**src/rtl/subtractor_16bit_serial_if.sv**
```systemverilog
// Operand/result handshake bundle for the serial subtractor.
interface subtractor_16bit_serial_if #(
    parameter int unsigned WIDTH = 16
);
    logic             in_valid;
    logic             in_ready;
    logic [WIDTH-1:0] a;
    logic [WIDTH-1:0] b;
    logic             Bin;
    logic             out_valid;
    logic             out_ready;
    logic [WIDTH-1:0] y;
    logic             Bo;

    // Source of operands and sink of results.
    modport master (
        output in_valid, a, b, Bin, out_ready,
        input  in_ready, out_valid, y, Bo
    );

    // The subtractor itself.
    modport slave (
        input  in_valid, a, b, Bin, out_ready,
        output in_ready, out_valid, y, Bo
    );
endinterface

```
**src/rtl/subtractor_16bit_serial.sv**
```systemverilog
// Multi-cycle unsigned subtractor: y = a - b - Bin, one SLICE-bit slice per
// cycle, LSB first, with the slice borrow registered into the next slice.
module subtractor_16bit_serial #(
    parameter int unsigned WIDTH = 16,
    parameter int unsigned SLICE = 4
) (
    input  logic                        clk,
    input  logic                        rst,
    subtractor_16bit_serial_if.slave    bus
);
    localparam int unsigned NSLICE = WIDTH / SLICE;
    localparam int unsigned CNT_W  = (NSLICE > 1) ? $clog2(NSLICE) : 1;

    typedef enum logic [1:0] {
        IDLE,
        CALC,
        DONE
    } state_e;

    state_e             state_q;
    logic [WIDTH-1:0]   a_q;
    logic [WIDTH-1:0]   b_q;
    logic [WIDTH-1:0]   y_q;
    logic               borrow_q;
    logic               bo_q;
    logic               in_ready_q;
    logic               out_valid_q;
    logic [CNT_W-1:0]   cnt_q;
    logic [SLICE:0]     slice_diff_c;

    // Current slice difference; the extra MSB is the borrow into the next slice.
    always_comb begin
        slice_diff_c = {1'b0, a_q[SLICE-1:0]} - {1'b0, b_q[SLICE-1:0]}
                     - (SLICE+1)'(borrow_q);
    end

    // Control FSM and datapath; operands shift down so slice 0 is always the LSBs.
    always_ff @(posedge clk) begin
        if (rst) begin
            state_q     <= IDLE;
            a_q         <= '0;
            b_q         <= '0;
            y_q         <= '0;
            borrow_q    <= 1'b0;
            bo_q        <= 1'b0;
            in_ready_q  <= 1'b1;
            out_valid_q <= 1'b0;
            cnt_q       <= '0;
        end else begin
            case (state_q)
                IDLE: begin
                    if (bus.in_valid && in_ready_q) begin
                        a_q        <= bus.a;
                        b_q        <= bus.b;
                        borrow_q   <= bus.Bin;
                        cnt_q      <= '0;
                        in_ready_q <= 1'b0;
                        state_q    <= CALC;
                    end
                end
                CALC: begin
                    a_q      <= a_q >> SLICE;
                    b_q      <= b_q >> SLICE;
                    y_q      <= {slice_diff_c[SLICE-1:0], y_q[WIDTH-1:SLICE]};
                    borrow_q <= slice_diff_c[SLICE];
                    cnt_q    <= cnt_q + CNT_W'(1);
                    if (cnt_q == CNT_W'(NSLICE - 1)) begin
                        bo_q        <= slice_diff_c[SLICE];
                        out_valid_q <= 1'b1;
                        state_q     <= DONE;
                    end
                end
                DONE: begin
                    if (bus.out_ready) begin
                        out_valid_q <= 1'b0;
                        in_ready_q  <= 1'b1;
                        state_q     <= IDLE;
                    end
                end
                default: begin
                    out_valid_q <= 1'b0;
                    in_ready_q  <= 1'b1;
                    state_q     <= IDLE;
                end
            endcase
        end
    end

    assign bus.in_ready  = in_ready_q;
    assign bus.out_valid = out_valid_q;
    assign bus.y         = y_q;
    assign bus.Bo        = bo_q;
endmodule

```
**src/flat_wrapper.sv**
```systemverilog
// flat-port wrapper written by rule: the top's interface ports become plain ports
module subtractor_16bit_serial_flat 
#(
    parameter int unsigned WIDTH = 16,
    parameter int unsigned SLICE = 4
)
  (clk, rst, bus_in_valid, bus_a, bus_b, bus_Bin, bus_out_ready, bus_in_ready, bus_out_valid, bus_y, bus_Bo);
  subtractor_16bit_serial_if #(.WIDTH(WIDTH)) bus_i ();
  input  logic clk;
  input  logic rst;
  input wire logic [$bits(bus_i.in_valid)-1:0] bus_in_valid;
  input wire logic [$bits(bus_i.a)-1:0] bus_a;
  input wire logic [$bits(bus_i.b)-1:0] bus_b;
  input wire logic [$bits(bus_i.Bin)-1:0] bus_Bin;
  input wire logic [$bits(bus_i.out_ready)-1:0] bus_out_ready;
  output wire logic [$bits(bus_i.in_ready)-1:0] bus_in_ready;
  output wire logic [$bits(bus_i.out_valid)-1:0] bus_out_valid;
  output wire logic [$bits(bus_i.y)-1:0] bus_y;
  output wire logic [$bits(bus_i.Bo)-1:0] bus_Bo;
  assign bus_i.in_valid = bus_in_valid;
  assign bus_i.a = bus_a;
  assign bus_i.b = bus_b;
  assign bus_i.Bin = bus_Bin;
  assign bus_i.out_ready = bus_out_ready;
  assign bus_in_ready = bus_i.in_ready;
  assign bus_out_valid = bus_i.out_valid;
  assign bus_y = bus_i.y;
  assign bus_Bo = bus_i.Bo;
  subtractor_16bit_serial #(.WIDTH(WIDTH), .SLICE(SLICE)) u_core (.clk(clk), .rst(rst), .bus(bus_i));
endmodule
```
**config.mk**
```make
export PLATFORM = sky130hd
export DESIGN_NAME = subtractor_16bit_serial_flat
export DESIGN_NICKNAME = d
export VERILOG_FILES = /design/src/rtl/subtractor_16bit_serial_if.sv /design/src/rtl/subtractor_16bit_serial.sv /design/src/flat_wrapper.sv
export SDC_FILE = /design/constraint.sdc
export NUM_CORES = 1
export LEC_CHECK = 0
export CAP_MARGIN = 20
export CORE_AREA = 3 3 72 107
export DETAILED_ROUTE_END_ITERATION = 8
export DIE_AREA = 0 0 75 110
export SLEW_MARGIN = 20
export SYNTH_ARGS = -nofsm -noshare
export SYNTH_HDL_FRONTEND = slang
export SYNTH_SLANG_ARGS = --single-unit
```
**constraint.sdc**
```tcl
create_clock -name clk -period 2.3 [get_ports clk]
set_clock_uncertainty 0.05 [all_clocks]
set_input_delay 0.575 -clock clk [delete_from_list [all_inputs] [get_ports clk]]
set_output_delay 0.575 -clock clk [all_outputs]
set_load 0.02 [all_outputs]
```
# Yosys cells after proc, flatten, opt, wreduce, memory -nomap -nowiden
# Index checks and enable logic that the tools add are counted.
[word_totals]
regBits = 56
in_bits = 37
out_inout_bits = 19
wordCells = 46
[classes]
addsub = 3
eq_ne = 6
mux = 18
bitwise_logic = 2
reduce_logical = 8
[op_table]
columns = ["cell", "n"]
rows = [
  ["16-bit one-hot mux with 2 select lines", 2],
  ["16-bit 2-to-1 mux", 2],
  ["3-bit AND reduction", 3],
  ["2-bit 2-to-1 mux", 4],
  ["1-bit one-hot mux with 3 select lines", 2],
  ["2-bit one-hot mux with 3 select lines", 1],
  ["1-bit 2-to-1 mux", 5],
  ["4-bit by 4-bit subtractor with 5-bit output", 1],
  ["5-bit by 1-bit subtractor with 5-bit output", 1],
  ["2-bit == test, second input constant", 2],
  ["2-bit by 1-bit != test with 1-bit output, second input constant", 2],
  ["2-bit one-hot mux with 2 select lines", 1],
  ["2-bit AND reduction", 2],
  ["2-bit by 1-bit adder with 2-bit output, second input constant", 1],
  ["2-bit by 1-bit == test with 1-bit output, second input constant", 1],
  ["2-bit logical NOT", 1],
  ["2-bit != test, second input constant", 1],
  ["1-bit NOT", 2],
  ["1-bit one-hot mux with 2 select lines", 1],
  ["2-bit nonzero test", 1],
  ["1-bit logical AND", 1],
]

# Depth between registers and ports, before layout
[depth]
word_depth = 3
depth_mapped = 8
mapped_depth_nobuf = 8

# Worst setup path after synthesis
# Ideal clock, no wire load.
[synth_path]
kind = "flip-flop to flip-flop"
from = "register u_core.borrow_q"
to = "register u_core.bo_q, in the netlist u_core.bus.Bo"
setup_time_ns = 0.092
arrival_time_ns = 1.861
required_time_ns = 2.158
path_slack_ns = 0.297
stages_incl_launch_ff = 8
n_path_buf = 0
period_less_slack_ns = 2.003
path_cell_list = "dfxtp_1 inv_1 fa_1 fa_1 nand2b_1 a21oi_1 xnor2_1 a311oi_1"
[synth_via]
elab_chain_cells = 1
[synth_lines]
columns = ["element", "line", "text"]
rows = [
  ["start: declaration", "subtractor_16bit_serial.sv:24", "logic borrow_q;"],
  ["start signal: assignment", "subtractor_16bit_serial.sv:55", "borrow_q <= bus.Bin;"],
  ["start signal: assignment", "subtractor_16bit_serial.sv:65", "borrow_q <= slice_diff_c[SLICE];"],
  ["5-bit by 1-bit subtractor with 5-bit output", "subtractor_16bit_serial.sv:34", "- (SLICE+1)'(borrow_q);"],
  ["end signal: assignment", "subtractor_16bit_serial.sv:68", "bo_q <= slice_diff_c[SLICE];"],
  ["end: declaration", "subtractor_16bit_serial.sv:25", "logic bo_q;"],
]
# Every way passes these cells.
# A chain may end at the register's enable or synchronous reset.

# Worst setup path in the final report
# Ends and elaborated chain as after synthesis.

==> flow_metrics.env <==
export IMPL_grtUsageTotal=0.134
export IMPL_path_class="register to register"
export IMPL_via_per_inst=5.10
export IMPL_p_comb_frac=0.235
export IMPL_r2r_start="u_core.borrow_q"
export IMPL_numCtsBuffers=5
export IMPL_status="completed"
export IMPL_seqPwrFrac=0.510
export IMPL_rsz0062_at_grt="false"
export IMPL_reg2reg_depth=7
export IMPL_grt_max_degree=49
export IMPL_cp_required_ns=2.47
export IMPL_cp_start_kind="register"
export IMPL_leakagePower_uw=0.00121
export IMPL_synth_edf_count=0
export IMPL_drive_above_1_share=0.111
export IMPL_top_layer_used="met4"
export IMPL_dp_hpwl_mm=3.81
export IMPL_cts_sinks=56
export IMPL_grt_first_pass_wirelength_mm=8.59
export IMPL_first_global_vias=1845
export IMPL_drtPass1Iterations=4
export IMPL_cts_buffer_depth=2
export IMPL_dieWidth_um=75
export IMPL_fp_dieH_um=110
export IMPL_ir_worst_vdd_mv=0.277
export IMPL_drt_wl_total_mm=5.37
export IMPL_async_reset_ff_frac=0
export IMPL_dp_cells=411
export IMPL_vias=2135
export IMPL_synth_cell_types=32
export IMPL_antenna_cells=0
export IMPL_drc=0
export IMPL_fmax_mhz=463
export IMPL_r2r_end="u_core.bus.Bo"
export IMPL_setup_viol=0
export IMPL_postPlaceCellArea_um2=3160
export IMPL_ant_nets=0
export IMPL_cts_resized=0
export IMPL_antenna_found_initial=0
export IMPL_cp_end_kind="register"
export IMPL_layout_nets=386
export IMPL_wire_per_inst_um=12.8
export IMPL_avgSynthCellArea_um2=8.72
export IMPL_maxSlewViolCount=0
export IMPL_drtIter0Drc=89
export IMPL_globalRouteOverflowTotal=0
export IMPL_hp_class="register to register"
export IMPL_fin_crit_sh=0.940
export IMPL_finalHoldViolCount=0
export IMPL_rows=37
export IMPL_cp_data_arrival_time_ns=2.33
export IMPL_netlist_area_um2=2570
export IMPL_tightestPinTransition_ns=0.385
export IMPL_ys_seq_elements=56
export IMPL_synthCells=295
export IMPL_post_cts_buffers=0
export IMPL_fin_area_um2=3250
export IMPL_portBuffers=55
export IMPL_min_delay_worst_endpoint="u_core.bus.y[2]"
export IMPL_wl_met3_um=241
export IMPL_power_switching_uw=608
export IMPL_holdBufCountCts=0
export IMPL_intPower_uw=1530
export IMPL_drt_met1_wl_mm=2.40
export IMPL_cts_tree="built"
export IMPL_ys_flop_type="dfxtp_1"
export IMPL_clkTransAtPathRegs_ns=0.10
export IMPL_synth_warnings=0
export IMPL_core_area_um2=6900
export IMPL_start_util=0.373
export IMPL_seq_area_frac_synth=0.436
export IMPL_hold_start="u_core.bus.y[2]"
export IMPL_r2r_slack_ns=0.14
export IMPL_slew_headroom=0.743
export IMPL_synth_nets=341
export IMPL_maxCapViolations=0
export IMPL_clk_latency_ns=0.30
export IMPL_gp_congestion=0.745
export IMPL_timing_final_crit_period_ns=2.16
export IMPL_cts_root_buf="clkbuf_8"
export IMPL_tns_ns=0
export IMPL_critPathLaunch="u_core.borrow_q"
export IMPL_htree_levels=2
export IMPL_route_met2_wl_mm=2.64
export IMPL_die_area_um2=8250
export IMPL_area_growth_pct=26.4
export IMPL_powerDensity_nw_per_um2=656
export IMPL_ioPinCount=56
export IMPL_instances_no_fill=419
export IMPL_path_max_fanout=2
export IMPL_power_frac_clock=0.254
export IMPL_p_sw_frac=0.285
export IMPL_min_delay_path_depth=2
==> power by group through the flow <==
stage          Sequential (uW)  Combinational (uW)  Clock, uW
2_1_floorplan             1120                 339          0
4_1_cts                   1090                 505        566
6_report                  1090                 502        542
3_3_place_gp              1110                 493          0
5_1_grt                   1100                 560        603
3_5_place_dp              1110                 504          0
==> cell families (layout without fill, tap and decap cells) <==
family / count (synthesis) / after routing / synth area share
adders and majority gates: 9 / 9 / 0.0496
xor gates and xnor gates: 2 / 2 / 0.00681
muxes: 4 / 4 / 0.0160
AOI/OAI and AO/OA: 60 / 60 / 0.211
DFF: 56 / 56 / 0.436
and+or+nand+nor: 131 / 131 / 0.214
buffers and inverters: 33 / 79 / 0.0671
==> worst max path at each step <==
stage | endpoint | cells after the start
final | u_core.bus.Bo | 7
after global routing | u_core.bus.Bo | 7
after CTS | u_core.bus.Bo | 7
after detailed placement | u_core.bus.Bo | 7
after global placement | u_core.bus.Bo | 7
after floorplan | u_core.bus.Bo | 7
==> cells in the final DEF (no fill, tap or decap), types with 2 or more instances in the layout <==
cell type        count
nand2_1             76
dfxtp_1             56
clkdlybuf4s50_1     54
nor2_1              38
a311oi_2            20
a21oi_1             19
inv_1               10
ha_1                 7
a22oi_1              6
clkbuf_8             6
a311oi_1             5
nor3_1               4
buf_4                4
nand2b_1             3
a31oi_1              3
mux2i_1              3
o21ai_0              2
xnor2_1              2
and2_1               2
nor3b_1              2
o21ai_1              2
fa_1                 2
clkbuf_1             2
buf_12               2
==> synth_stat cells (4+ instances only) <==
master / number / share of area
nor2_1: 38 / 0.055
a311oi_2: 20 / 0.12
buf_2: 12 / 0.023
a311oi_1: 5 / 0.017
a21oi_1: 20 / 0.039
nand2_1: 76 / 0.11
dfxtp_1: 56 / 0.44
inv_1: 10 / 0.015
a22oi_1: 6 / 0.017
nor3_1: 4 / 0.0078
ha_1: 7 / 0.034
==> layout make-up <==
class                      instances  area [um^2]
fill                             698         3640
multi-input combinational        206         1290
sequential                        56         1120
timing repair buffer              61          616
tap                               78         97.6
clock buffer                       8         90.1
inverter                          10         37.5
==> sequential cells by signal (all words and copies together) (netlist names), 2 cells and up <==
register,flops
u_core.bus.y,16
u_core.state_q,2
u_core.cnt_q,2
u_core.a_q,16
u_core.b_q,16
==> layer usage <==
| metal | GRT usage | vias up |
|---|---|---|
| li1 | - | 1090 |
| met1 | 0.164 | 995 |
| met2 | 0.228 | 46 |
| met3 | 0.0254 | 4 |
| met4 | 0.0534 | 0 |
| met5 | 0 | - |
==> critical path, stage by stage (launching register included) <==
cell and delay, ns:
dfxtp_1 0.35, inv_1 0.07, fa_1 0.47, fa_1 0.44
nand2b_1 0.20, a21oi_2 0.16, xnor2_1 0.11, a311oi_1 0.25
==> metrics by stage <==
| step | total power [uW] | util | setup WS (ns) | hold slack, ns |
|---|---|---|---|---|
| 6_report | 2130 | 0.472 | 0.138 | 0.405 |
| 3_3_place_gp | 1600 | 0.458 | 0.166 | 0.392 |
| 5_1_grt | 2260 | 0.472 | 0.0106 | 0.428 |
| 3_5_place_dp | 1620 | 0.458 | 0.135 | 0.395 |
| 4_1_cts | 2160 | 0.471 | 0.105 | 0.409 |
| 2_1_floorplan | 1460 | - | 0.297 | 0.404 |
(Power assumes the default switching activity.)
